===== src/rtl/fft_bitrev_reorder.sv =====
// Ping-pong reorder buffer: bit-reversed FFT frames in, natural-order bursts out.
// Define FFT_REORDER_INDEX_EN to add the index_o output port.
module fft_bitrev_reorder #(
    parameter int DATA_W = 19,
    parameter int N      = 32,
    parameter int LOG2N  = 5
) (
    input  logic              clk,
    input  logic              rst,
    input  logic              valid_i,
    input  logic [DATA_W-1:0] data_in_r,
    input  logic [DATA_W-1:0] data_in_i,
    output logic              valid_o,
    output logic [DATA_W-1:0] data_out_r,
    output logic [DATA_W-1:0] data_out_i,
`ifdef FFT_REORDER_INDEX_EN
    output logic [LOG2N-1:0]  index_o,
`endif
    output logic              last_o
);

    typedef enum logic {
        IDLE  = 1'b0,
        DRAIN = 1'b1
    } state_t;

    localparam logic [LOG2N-1:0] CNT_MAX = LOG2N'(N - 1);

    function automatic logic [LOG2N-1:0] bitrev(input logic [LOG2N-1:0] a);
        logic [LOG2N-1:0] r;
        for (int k = 0; k < LOG2N; k++) begin
            r[k] = a[LOG2N-1-k];
        end
        return r;
    endfunction

    logic [2*DATA_W-1:0] mem [2*N];

    logic [LOG2N-1:0] wr_cnt;
    logic             wr_bank;
    logic             wr_done;
    logic [1:0]       full;
    logic [1:0]       full_set;
    logic [1:0]       full_clr;

    state_t           state;
    state_t           state_nx;
    logic             rd_bank;
    logic             rd_bank_nx;
    logic [LOG2N-1:0] rd_cnt;
    logic [LOG2N-1:0] rd_cnt_nx;
    logic             go;
    logic             sel;
    logic             rd_last;

    assign wr_done = valid_i && (wr_cnt == CNT_MAX);

    // Buffer RAM is deliberately left unreset.
    always_ff @(posedge clk) begin
        if (valid_i) begin
            mem[{wr_bank, bitrev(wr_cnt)}] <= {data_in_r, data_in_i};
        end
    end

    always_ff @(posedge clk or negedge rst) begin
        if (!rst) begin
            wr_cnt  <= '0;
            wr_bank <= 1'b0;
        end else if (valid_i) begin
            wr_cnt <= wr_cnt + 1'b1;
            if (wr_done) begin
                wr_bank <= ~wr_bank;
            end
        end
    end

    always_comb begin
        full_set = '0;
        if (wr_done) begin
            full_set[wr_bank] = 1'b1;
        end
    end

    always_ff @(posedge clk or negedge rst) begin
        if (!rst) begin
            full <= '0;
        end else begin
            full <= (full & ~full_clr) | full_set;
        end
    end

    always_ff @(posedge clk or negedge rst) begin
        if (!rst) begin
            state   <= IDLE;
            rd_bank <= 1'b0;
            rd_cnt  <= '0;
        end else begin
            state   <= state_nx;
            rd_bank <= rd_bank_nx;
            rd_cnt  <= rd_cnt_nx;
        end
    end

    // IDLE emits X[0] in the same cycle it sees a full bank, so the
    // burst starts one edge after the frame's final accept.
    always_comb begin
        state_nx   = state;
        rd_bank_nx = rd_bank;
        rd_cnt_nx  = rd_cnt;
        go         = 1'b0;
        sel        = rd_bank;
        full_clr   = '0;
        rd_last    = (rd_cnt == CNT_MAX);
        unique case (state)
            IDLE: begin
                if (|full) begin
                    go  = 1'b1;
                    sel = (&full) ? wr_bank : full[1];
                end
            end
            DRAIN: begin
                go = 1'b1;
            end
            default: begin
                state_nx = IDLE;
            end
        endcase
        if (go) begin
            rd_cnt_nx  = rd_cnt + 1'b1;
            rd_bank_nx = sel;
            state_nx   = DRAIN;
            if (rd_last) begin
                full_clr[sel] = 1'b1;
                if (full[~sel]) begin
                    rd_bank_nx = ~sel;
                end else begin
                    state_nx = IDLE;
                end
            end
        end
    end

    always_ff @(posedge clk or negedge rst) begin
        if (!rst) begin
            valid_o    <= 1'b0;
            last_o     <= 1'b0;
            data_out_r <= '0;
            data_out_i <= '0;
        end else begin
            valid_o <= go;
            last_o  <= go && rd_last;
            if (go) begin
                {data_out_r, data_out_i} <= mem[{sel, rd_cnt}];
            end
        end
    end

`ifdef FFT_REORDER_INDEX_EN
    always_ff @(posedge clk or negedge rst) begin
        if (!rst) begin
            index_o <= '0;
        end else begin
            index_o <= go ? rd_cnt : '0;
        end
    end
`endif

endmodule


===== config.mk =====
export PLATFORM = sky130hd
export DESIGN_NAME = fft_bitrev_reorder
export DESIGN_NICKNAME = d
export VERILOG_FILES = /design/src/rtl/fft_bitrev_reorder.sv
export SDC_FILE = /design/constraint.sdc
export NUM_CORES = 2
export LEC_CHECK = 0
export BUFFER_PORTS_ARGS = -buffer_cell sky130_fd_sc_hd__buf_2
export CAP_MARGIN = 15
export CORE_MARGIN = 2
export CORE_UTILIZATION = 54
export DETAILED_ROUTE_END_ITERATION = 10
export PLACE_DENSITY = 0.7
export SETUP_SLACK_MARGIN = 0.1
export SLEW_MARGIN = 10
export SYNTH_ARGS = -nofsm -noshare
export SYNTH_HDL_FRONTEND = slang
export SYNTH_SLANG_ARGS = --single-unit
export TNS_END_PERCENT = 100

===== constraint.sdc =====
create_clock -name clk -period 4.42 [get_ports clk]
set_input_delay 0.884 -clock clk [delete_from_list [all_inputs] [get_ports clk]]
set_output_delay 0.884 -clock clk [all_outputs]
set_load 0.01 [all_outputs]

# ---- After elaboration in Yosys (flattened, before gate mapping)
# Memory sizes are Yosys's and may differ from the RTL's. A register that Yosys moved wholly into a read port is not among the register bits.
# Index checks and enable logic that the tools add are counted.
dict set report word_totals {
  ram_bits 2432
  reg_bits 17
  word_cells 52
  memories 1
  out_inout_bits 40
  input_bits 41
}
dict set report classes {
  n_eq_ne 2
  bitwise 6
  n_mux 20
  n_addsub 2
  reduce_logical 8
  magnitude_cmp 5
}
# memory depth word_bits rd rd_ports_with_merged_regs wr line
set mem_list {}
lappend mem_list {mem 64 38 1 1 1 37} ;# logic [2*DATA_W-1:0] mem [2*N];
# op count
set ops {}
lappend ops {{2-to-1 mux 1 bit} 14}
lappend ops {{adder 5 x 1 -> 5 bit, second input constant} 2}
lappend ops {{== test 5 bit, second input constant} 2}
lappend ops {{< comparator 1 x 2 -> 1 bit, second input constant} 3}
lappend ops {{2-to-1 mux 2 bit} 3}
lappend ops {{logical AND 1 bit} 4}
lappend ops {{AND reduction 2 bit} 2}
lappend ops {{NOT 1 bit} 3}
lappend ops {{AND 2 bit} 1}
lappend ops {{demux 1 bit (select 1 bit)} 2}
lappend ops {{>= comparator 1 bit, second input constant} 2}
lappend ops {{NOT 2 bit} 1}
lappend ops {{OR 2 bit} 1}
lappend ops {{case mux 1 bit (2 select lines)} 1}
lappend ops {{OR reduction 2 bit} 1}
lappend ops {{zero test 1 bit} 1}

# ---- Longest topological paths before layout
dict set report logic_depth {
  depth_word 13
  depth_mapped 13
  mapped_depth_nobuf 8
}

# ---- Least setup slack after synthesis
# OpenSTA, ideal clock, no wires.
dict set report synth_timing {
  path_type {input port to flip-flop}
  start {in valid_i}
  end {mem mem[41][0] in the netlist's numbering, enable pin}
  setup_slack_ns -0.059
  path_stages 3
  setup_time_ns 0.480
  t_required_ns 3.940
  n_path_buf 1
  arrival_ns 3.999
  path_cell_list {clkbuf_1 nand4_1 nor3_1}
}
dict set report synth_via {
  elab_chain_len 2
}
# element line
set synth_lines {}
lappend synth_lines {{from (decl)} 10} ;# input logic valid_i,
lappend synth_lines {{2-to-1 mux 1 bit} 60} ;# if (valid_i) begin
lappend synth_lines {{2-to-1 mux 1 bit (not written as such)} 61} ;# mem[{wr_bank, bitrev(wr_cnt)}] <= {data_in_r, data_in_i};
lappend synth_lines {{to (decl)} 37}
# Every way passes these cells.

==> reports/results.ini <==
[cells_and_area]
drive_gt1_share_pct=29.1
area_growth_pct=13.5
fin_nets=4457
final_area_mm2=0.107

[clock_network]
cts.clk_slew.worst_paths_ns=0.06
clk_path_buf_depth=3
ctsRootBufferMaster=clkbuf_16
clk_latency_ns=0.86
postCtsResizedCells=0
hold_buffers=0
cts-buffers-inserted=233
cts_tree=done
cts_setup_buffers=0
cts_sinks=2487
htreeDepth=4

[floorplanning]
io_pins=81
die_w_um=422
placeableCoreArea_mm2=0.174
dieArea_mm2=0.178
start_util_pct=54.3
rows=153
die_h_um=422

[grt]
grt_remaining_overflow=0
antenna_found_initial=13
grt_pass1_wl_mm=345
grt_pass1_vias=46200
grt_usage_pct=27.5
grt_start_max_net_pins=93

[critical_path]
crit_start=rd_cnt[0]
arrival_ns=4.48
crit_end=data_out_r[3]
r2r-start=rd_cnt[0]
cp-start-kind=flip-flop
cp-end-kind=flip-flop
criticalPathCategory=flip-flop to flip-flop
reg2reg_depth=6
critPathRequiredTime_ns=5.14
cp_max_fo=30
worstReg2RegEnd=data_out_r[3]
reg2reg_slack_ns=0.66

[routing]
drc=0
dr.pass1.iters=7
vias=46400
ant_nets=0
avgViaCountPerCell=6.67
drt-total-wl_mm=243
initialDrtViolationCount=6571
routedWlPerCell_um=35.0

[yosys]
netlist_top_cells_count=edfxtp_1, mux4_2, nand2_1, a22oi_1, buf_2
syn_nets=4164
synth_cells=4119
synth_top_area_share_pct=77.3
syn_area_per_cell_um2=22.9
ys_top_cells_by_area=edfxtp_1, mux4_2, dfrtp_1
synth_edf_count=2432
async_flop_share_pct=2.21
yosysSeqAreaShare_pct=78.8
yosysWarnings=0
synth_most_common_cell=edfxtp_1
synth_area_leader_cell=edfxtp_1
syn-cell-area_mm2=0.0944
ys_seq_elements=2487
synth_cell_types=55
synth_ff_type=edfxtp_1

[timing]
period_needed_ns=3.76
fin_skew_ns=0.0439
tightest_slew_ns=1.20
fmax_ghz=0.266
relSlewSlack_pct=19.7
final-hold-violation-count=0
rsz0062_at_grt=false
setup_violations=0
period_share_pct=85.2
tns_ns=0
slew_viol_final=0

[place]
port-buffer-count=80
place.gp.congestion=0.832
postPlaceCellArea_mm2=0.0993
dp_hpwl_mm=138

[power_and_ir_drop]
p_leak_uw=0.0336
p_per_area_mw_per_mm2=613
p_int_uw=46200
sequentialPowerShare_pct=42.7
power_switching_uw=19500
switching_share_pct=29.7
clkPwrFrac_pct=30.6
combPwrFrac_pct=26.7
ir_drop_mv=0.614

[worst_hold_path]
hp-class=input port to asynchronous set/reset pin

[status]
status=complete, no violations

[flow_run]
cap_viol_max_count=0

==> area by class of cell <==
type                       instances  area [µm²]
inverter                           6        25.0
clock inverter                   112        1240
timing repair buffer             290        2800
multi-input combinational       1394       19300
antenna                            9        22.5
clock buffer                     329        6460
fill                           11800       66600
tap                             2325        2910
sequential                      2487       74400
==> worst min-delay path by stage <==
stage	startpoint	endpoint	slack (ns)	cells past startpoint
floorplan	full[0]	rd_bank	0.51	1
global placement	full[0]	rd_bank	0.57	1
detailed placement	data_out_i[13]	data_out_i[13]	0.54	2
CTS	rst	data_out_r[7]	0.08	1
global route	rst	data_out_r[7]	0.08	1
finish	rst	data_out_r[7]	0.08	1
==> state kept, by name, summed over array words and instances (netlist names) <==
| signal | cells |
|---|---|
| rd_cnt | 5 |
| state | 1 |
| data_out_r | 19 |
| last_o | 1 |
| valid_o | 1 |
| full | 2 |
| rd_bank | 1 |
| wr_cnt | 5 |
| mem | 2432 |
| data_out_i | 19 |
| wr_bank | 1 |
==> placed cells by master (no fill, tap or decap), drive strengths merged, types with 6 or more instances in the layout <==
master	netlist	routed
a21oi	75	75
diode	0	9
o221ai	13	13
o22ai	29	29
nand3	32	32
nor4	7	7
mux4	621	621
and2	12	12
o21ai	27	27
bufinv	0	22
inv	6	15
a31oi	6	6
a221oi	23	23
a211oi	34	34
and3	7	7
clkinvlp	0	6
nand2	117	117
mux2i	69	69
a22o	11	11
clkbuf	72	329
nand2b	13	13
xnor2	6	6
nor2b	15	15
dfrtp	55	55
nor2	93	93
edfxtp	2432	2432
nor3	23	23
a22oi	110	110
clkinv	0	75
buf	160	289
==> metrics by stage <==
| step | worst slack (ns) | power (µW) | std cells | hold WS, ns | utilization, % |
|---|---|---|---|---|---|
| after CTS | 0.666 | 66000 | 6936 | 0.0809 | 61.6 |
| after floorplan | 0.929 | 39600 | 4119 | 0.515 | - |
| final | 0.655 | 65700 | 6952 | 0.0836 | 61.7 |
| after global placement | 0.632 | 45900 | 6492 | 0.568 | 57.1 |
| after global routing | 0.591 | 67700 | 6949 | 0.0810 | 61.7 |
| after detailed placement | 0.680 | 46100 | 6495 | 0.543 | 57.1 |
==> power groups by stage <==
stage          clock (µW)  sequential (µW)  combinational (µW)
2_1_floorplan           0            27900               11700
3_3_place_gp            0            28500               17400
3_5_place_dp            0            28500               17500
4_1_cts             20300            28100               17600
5_1_grt             21200            28100               18400
6_report            20100            28100               17600
==> cell families after synthesis <==
group | Yosys count | synth area share [%]
flip-flops | 2487 | 78.8
multiplexers | 692 | 15.6
AO/OA/AOI/OAI | 353 | 2.59
AND/OR/NAND/NOR | 338 | 1.62
buffers and inverters | 238 | 1.31
XOR/XNOR | 7 | 0.0649
adder cells (fa/ha/maj) | 4 | 0.0530
==> per-layer routing <==
layer / part of all wire, % / vias to the layer above / track usage (%)
met1: 37 / 24800 / 38.2
li1: - / 18200 / -
met5: 0.0094 / - / 0
met2: 49 / 2891 / 44.1
met4: 3.9 / 4 / 10.1
met3: 11 / 490 / 5.07
==> worst max-delay path: stages (launching register included) <==
cell and delay [ns]:
dfrtp_4 1.01, buf_12 0.33, buf_12 0.29, mux4_2 0.57, mux4_2 0.46, a221oi_1 0.70, nand2_1 0.11
Note: power is estimated with default switching activity, not from simulation.
